### src/rtl/imem_loader_if.sv
// Stream-in / memory-write bus between a byte source, the loader and the
// instruction memory write port. The loader takes the slave side; the byte
// source (and whoever observes the write port) takes the master side.
interface imem_loader_if;
  logic [7:0]  in_data;
  logic        in_valid;
  logic        in_ready;
  logic        mem_we;
  logic [63:0] mem_addr;
  logic [7:0]  mem_wdata;

  modport master (
    output in_data, in_valid,
    input  in_ready, mem_we, mem_addr, mem_wdata
  );

  modport slave (
    input  in_data, in_valid,
    output in_ready, mem_we, mem_addr, mem_wdata
  );
endinterface

### src/rtl/imem_loader.sv
// Byte-stream program loader: receives LEN_LO, LEN_HI, N payload bytes and a
// mod-256 checksum, writes the payload into the instruction memory starting
// at address 0 and keeps the processor held until the image is verified.
module imem_loader #(
  parameter int MEM_BYTES = 208
) (
  input  logic                clk,
  input  logic                reset,
  input  logic                start,
  imem_loader_if.slave        bus,
  output logic                cpu_hold,
  output logic                load_done,
  output logic                load_error,
  output logic [15:0]         byte_count
);

  localparam logic [15:0] MEM_LEN = 16'(MEM_BYTES);

  typedef enum logic [2:0] {
    IDLE,
    LEN_LO,
    LEN_HI,
    DATA,
    CSUM,
    DONE,
    ERROR
  } state_t;

  state_t      state;
  logic [7:0]  len_lo;
  logic [15:0] len;
  logic [7:0]  sum;
  logic        in_ready;
  logic        mem_we;
  logic [63:0] mem_addr;
  logic [7:0]  mem_wdata;

  logic        xfer;
  logic [15:0] len_full;
  logic [15:0] count_inc;

  assign xfer      = bus.in_valid && in_ready;
  // Full length as it becomes known on the LEN_HI transfer.
  assign len_full  = {bus.in_data, len_lo};
  assign count_inc = byte_count + 16'd1;

  assign bus.in_ready  = in_ready;
  assign bus.mem_we    = mem_we;
  assign bus.mem_addr  = mem_addr;
  assign bus.mem_wdata = mem_wdata;

  // Load sequencer; every output is registered so the write port and the
  // hold/status levels change exactly one cycle after the accepting edge.
  always_ff @(posedge clk or posedge reset) begin
    if (reset) begin
      state      <= IDLE;
      len_lo     <= 8'd0;
      len        <= 16'd0;
      sum        <= 8'd0;
      in_ready   <= 1'b0;
      mem_we     <= 1'b0;
      mem_addr   <= 64'd0;
      mem_wdata  <= 8'd0;
      byte_count <= 16'd0;
      load_done  <= 1'b0;
      load_error <= 1'b0;
      cpu_hold   <= 1'b1;
    end else begin
      // Write strobe is a single-cycle pulse; address/data simply hold.
      mem_we <= 1'b0;

      case (state)
        IDLE, DONE, ERROR: begin
          if (start) begin
            state      <= LEN_LO;
            in_ready   <= 1'b1;
            byte_count <= 16'd0;
            sum        <= 8'd0;
            load_done  <= 1'b0;
            load_error <= 1'b0;
            cpu_hold   <= 1'b1;
          end
        end

        LEN_LO: begin
          if (xfer) begin
            len_lo <= bus.in_data;
            state  <= LEN_HI;
          end
        end

        LEN_HI: begin
          if (xfer) begin
            len <= len_full;
            if (len_full > MEM_LEN) begin
              // Image cannot fit: refuse it before touching memory.
              state      <= ERROR;
              in_ready   <= 1'b0;
              load_error <= 1'b1;
            end else if (len_full == 16'd0) begin
              state <= CSUM;
            end else begin
              state <= DATA;
            end
          end
        end

        DATA: begin
          if (xfer) begin
            mem_we     <= 1'b1;
            mem_addr   <= {48'd0, byte_count};
            mem_wdata  <= bus.in_data;
            sum        <= sum + bus.in_data;
            byte_count <= count_inc;
            if (count_inc == len) begin
              state <= CSUM;
            end
          end
        end

        CSUM: begin
          if (xfer) begin
            in_ready <= 1'b0;
            if (bus.in_data == sum) begin
              // Last payload write was issued during this CSUM cycle, so
              // releasing the processor on this edge is safe.
              state     <= DONE;
              load_done <= 1'b1;
              cpu_hold  <= 1'b0;
            end else begin
              state      <= ERROR;
              load_error <= 1'b1;
            end
          end
        end

        default: begin
          state    <= IDLE;
          in_ready <= 1'b0;
        end
      endcase
    end
  end

endmodule

### src/flat_wrapper.sv
// flat-port wrapper written by rule: the top's interface ports become plain ports
module imem_loader_flat 
#(
  parameter int MEM_BYTES = 208
)
  (clk, reset, start, cpu_hold, load_done, load_error, byte_count, bus_in_data, bus_in_valid, bus_in_ready, bus_mem_we, bus_mem_addr, bus_mem_wdata);
  imem_loader_if bus_i ();
  input  logic clk;
  input  logic reset;
  input  logic start;
  output logic cpu_hold;
  output logic load_done;
  output logic load_error;
  output logic [15:0] byte_count;
  input wire logic [$bits(bus_i.in_data)-1:0] bus_in_data;
  input wire logic [$bits(bus_i.in_valid)-1:0] bus_in_valid;
  output wire logic [$bits(bus_i.in_ready)-1:0] bus_in_ready;
  output wire logic [$bits(bus_i.mem_we)-1:0] bus_mem_we;
  output wire logic [$bits(bus_i.mem_addr)-1:0] bus_mem_addr;
  output wire logic [$bits(bus_i.mem_wdata)-1:0] bus_mem_wdata;
  assign bus_i.in_data = bus_in_data;
  assign bus_i.in_valid = bus_in_valid;
  assign bus_in_ready = bus_i.in_ready;
  assign bus_mem_we = bus_i.mem_we;
  assign bus_mem_addr = bus_i.mem_addr;
  assign bus_mem_wdata = bus_i.mem_wdata;
  imem_loader #(.MEM_BYTES(MEM_BYTES)) u_core (.clk(clk), .reset(reset), .start(start), .bus(bus_i), .cpu_hold(cpu_hold), .load_done(load_done), .load_error(load_error), .byte_count(byte_count));
endmodule
### config.mk
export PLATFORM = sky130hd
export DESIGN_NAME = imem_loader_flat
export DESIGN_NICKNAME = d
export VERILOG_FILES = /design/src/rtl/imem_loader_if.sv /design/src/rtl/imem_loader.sv /design/src/flat_wrapper.sv
export SDC_FILE = /design/constraint.sdc
export NUM_CORES = 1
export LEC_CHECK = 0
export BUFFER_PORTS_ARGS = -buffer_cell sky130_fd_sc_hd__buf_2
export CORE_ASPECT_RATIO = 1.5
export CORE_UTILIZATION = 47
export CTS_CLUSTER_DIAMETER = 50
export DETAILED_ROUTE_END_ITERATION = 16
export GPL_TIMING_DRIVEN = 0
export PLACE_DENSITY = 0.83
export SLEW_MARGIN = 20
export SYNTH_ARGS = -nofsm -noshare
export SYNTH_HDL_FRONTEND = slang
export SYNTH_SLANG_ARGS = --single-unit
### constraint.sdc
create_clock -name clk -period 2.8 [get_ports clk]
set_clock_uncertainty 0.2 [all_clocks]
set_input_delay 0.56 -clock clk [delete_from_list [all_inputs] [get_ports clk]]
set_output_delay 0.56 -clock clk [all_outputs]
set_load 0.05 [all_outputs]
==> reports/qor.txt <==
Status = completed
Mapped Cells = 503
Max-slew violation count = 0
# port buffers = 55
CP Class = reg -> reg
Largest net degree at the start of global routing = 31
Async SR Flop Fraction = 1.00
Fmax = 370 MHz
CTS Root Cell = clkbuf_16
Switch Pwr = 673 uW
Placed insts = 719
Fin crit share = 0.965
Routed Antenna Nets = 0
First-pass GRT wire length = 17900 um
Commonest cells after routing, fill and taps aside = nand2_1, dfrtp_1, buf_2
Hold Path Class = in -> async
Flop2flop setup slack = 100 ps
Vias = 4025
Clock Latency Late Sink = 340 ps
Critical Path AT = 2710 ps
Area Overhead vs Synth = 21.1%
Post-synthesis cell type count = 58
Die area = 10200 sq um
Post-placement cell area = 5240 sq um
Post-synth top area share = 0.430
Slew HR = 0.584
Synth area leader = dfrtp_1
Crit. Startpoint = u_core.byte_count[1]$_DFFE_PP0P_
GRT overflow = 0
Unrepaired setup endpoints after global routing = no
Starting DRT DRC Count = 297
Commonest non-fill, non-tap cell in the layout = nand2_1
Share of power burned in registers = 0.428
Synth warnings = 0
Total Wirelength = 11400 um
Yosys reg bits = 80
Critical Path RT = 2810 ps
Max FO, Critical Path = 6
Row cnt = 43
Total power = 2.70 mW
Post-CTS Setup Inserts = 0
Int Power = 2.03 mW
P_leak = 2.95 nW
Initial antenna violation count = 0
Post-synth EDFFs = 0
Final Setup Violations = 0
Layout cell share with drive strength beyond 1 = 0.257
Post-synthesis average cell area = 9.15 sq um
Setup WS post-layout = 97.2 ps
Max-Cap Viols = 0
# diodes = 0
Setup TNS = 0 ps
CTS Buf Count = 9
CP endpoint = u_core.state[1]$_DFFE_PP0P_
Peak supply drop = 0.380 mV
Gate power share = 0.099
Hold Slack = 92.3 ps
Die Y = 123 um
Clk buf depth = 2
Starting Density = 0.491
TritonCTS clock tree = yes
GPL Wtd Cong = 0.916
Sw frac = 0.249
Min Tclk post-route = 2700 ps
DP Worst Slack = 72.5 ps
Reg-to-reg endpoint = u_core.state[1]$_DFFE_PP0P_
Remaining DRCs = 0
Final hold vios = 0
Vias in the first global route = 3694
Synth area leaders = dfrtp_1, buf_4, nand2_1
Core Util, Final = 0.595
Sink Count = 80
Reg2Reg Depth = 7
Nets = 639
Core area = 9360 sq um
Clk pwr share = 0.473
Die Width = 82.8 um
Top FF cell, synth = dfrtp_1
Post-DP HPWL = 8600 um
Startpoint types = flip-flop
H-tree levels = 3
Power per cell area = 485 nW/um^2
Worst Max-Slew Pin Slew = 623 ps
Initial DRT Pass Iterations = 7
Finished Layout Cells = 735
Routed vias/inst = 5.48
GRT Resource Usage Total = 0.239
Routed wire length per instance = 15.6 um
Synthesized cell area = 4600 sq um
Element type at the critical path end = flip-flop
R2R Path Start = u_core.byte_count[1]$_DFFE_PP0P_
Clk slew on worst S/H paths = 60 ps
Ports = 105
Finished layout cell area = 5570 sq um
Sequential share of the synthesized area = 0.435
## worst max-delay path: stages, from the launching register on
cell,delay [ps]
dfrtp_1,460
ha_1,300
and2_1,290
nand3_1,170
mux2_2,320
a2111oi_1,360
and4_2,370
o211ai_1,90
## synthesized netlist by cell type (2+ instances only)
library cell / count
a21o_1: 5
ha_1: 8
buf_4: 48
nor3_1: 10
buf_2: 3
o21bai_1: 4
mux2_2: 24
o41ai_1: 3
nand3_1: 27
nor3b_1: 2
and3_1: 4
nand2b_1: 3
o211ai_1: 4
and4_1: 2
a21oi_1: 14
inv_1: 7
nor2b_1: 3
dfrtp_1: 79
o21a_1: 2
and2_1: 5
xor2_1: 12
a2111oi_0: 2
nor2_1: 19
nor4_1: 6
a31oi_1: 3
xnor2_1: 16
nand2_1: 94
a211o_1: 2
o31ai_1: 6
a211oi_1: 2
clkbuf_1: 21
o21ai_0: 36
nand4_1: 2
## sequential cells by signal (all words and copies together) (netlist names)
name / flops
u_core.bus.mem_addr: 16
u_core.byte_count: 16
u_core.len: 16
u_core.bus.mem_wdata: 8
u_core.len_lo: 8
u_core.sum: 8
u_core.state: 3
u_core.bus.in_ready: 1
u_core.bus.mem_we: 1
u_core.cpu_hold: 1
u_core.load_done: 1
u_core.load_error: 1
## power by group through the flow
stage               clock [mW]  sequential [mW]  combinational [mW]
floorplan                    0             1.18               0.226
global placement             0             1.18               0.254
detailed placement           0             1.18               0.265
CTS                       1.30             1.16               0.266
global route              1.34             1.16               0.287
finish                    1.28             1.16               0.267
## final cells by class
cell class	count	area (sq um)
plain buffers	74	463
fillers	826	3790
well taps	112	140
clock buffers	11	243
flip-flops and latches	80	2000
clock inverters	5	80.1
repair buffers	57	323
inverters	8	33.8
multi-input cells	388	2280
## cell families (layout without fill, tap and decap cells)
logic type | after synthesis | in the layout | synth area share
buffers and inverters | 82 | 155 | 0.107
other | 1 | 48 | 0.000815
flip-flops | 80 | 80 | 0.435
adder cells (fa/ha/maj) | 9 | 9 | 0.0261
multiplexers | 24 | 24 | 0.0587
AO/OA/AOI/OAI | 91 | 91 | 0.125
XOR/XNOR | 28 | 28 | 0.0533
AND/OR/NAND/NOR | 188 | 188 | 0.193
## layer usage
| metal | global-route usage | vias to the layer above | part of all wire |
|---|---|---|---|
| met4 | 0.148 | 0 | 0.046 |
| met3 | 0.0465 | 48 | 0.066 |
| li1 | - | 1879 | - |
| met1 | 0.277 | 1918 | 0.38 |
| met5 | 0 | - | 0 |
| met2 | 0.399 | 180 | 0.50 |
## worst min path at each step
stage / slack, ps / endpoint / start
global route: 140 / u_core.bus.mem_addr[11]$_DFFE_PP0P_ / reset
detailed placement: 260 / u_core.cpu_hold$_DFFE_PP1P_ / u_core.cpu_hold$_DFFE_PP1P_
global placement: 250 / u_core.cpu_hold$_DFFE_PP1P_ / u_core.cpu_hold$_DFFE_PP1P_
finish: 90 / u_core.bus.mem_addr[11]$_DFFE_PP0P_ / reset
floorplan: 270 / u_core.len[15]$_DFFE_PP0P_ / u_core.len[15]$_DFFE_PP0P_
CTS: 100 / u_core.bus.mem_addr[13]$_DFFE_PP0P_ / reset
## what timing repair did
item / in CTS / in global routing
gates resized for setup: 0 / 3
hold buffers: 0 / 0
setup endpoints to repair: 0 / 3
Note: power is estimated with default switching activity, not from simulation.
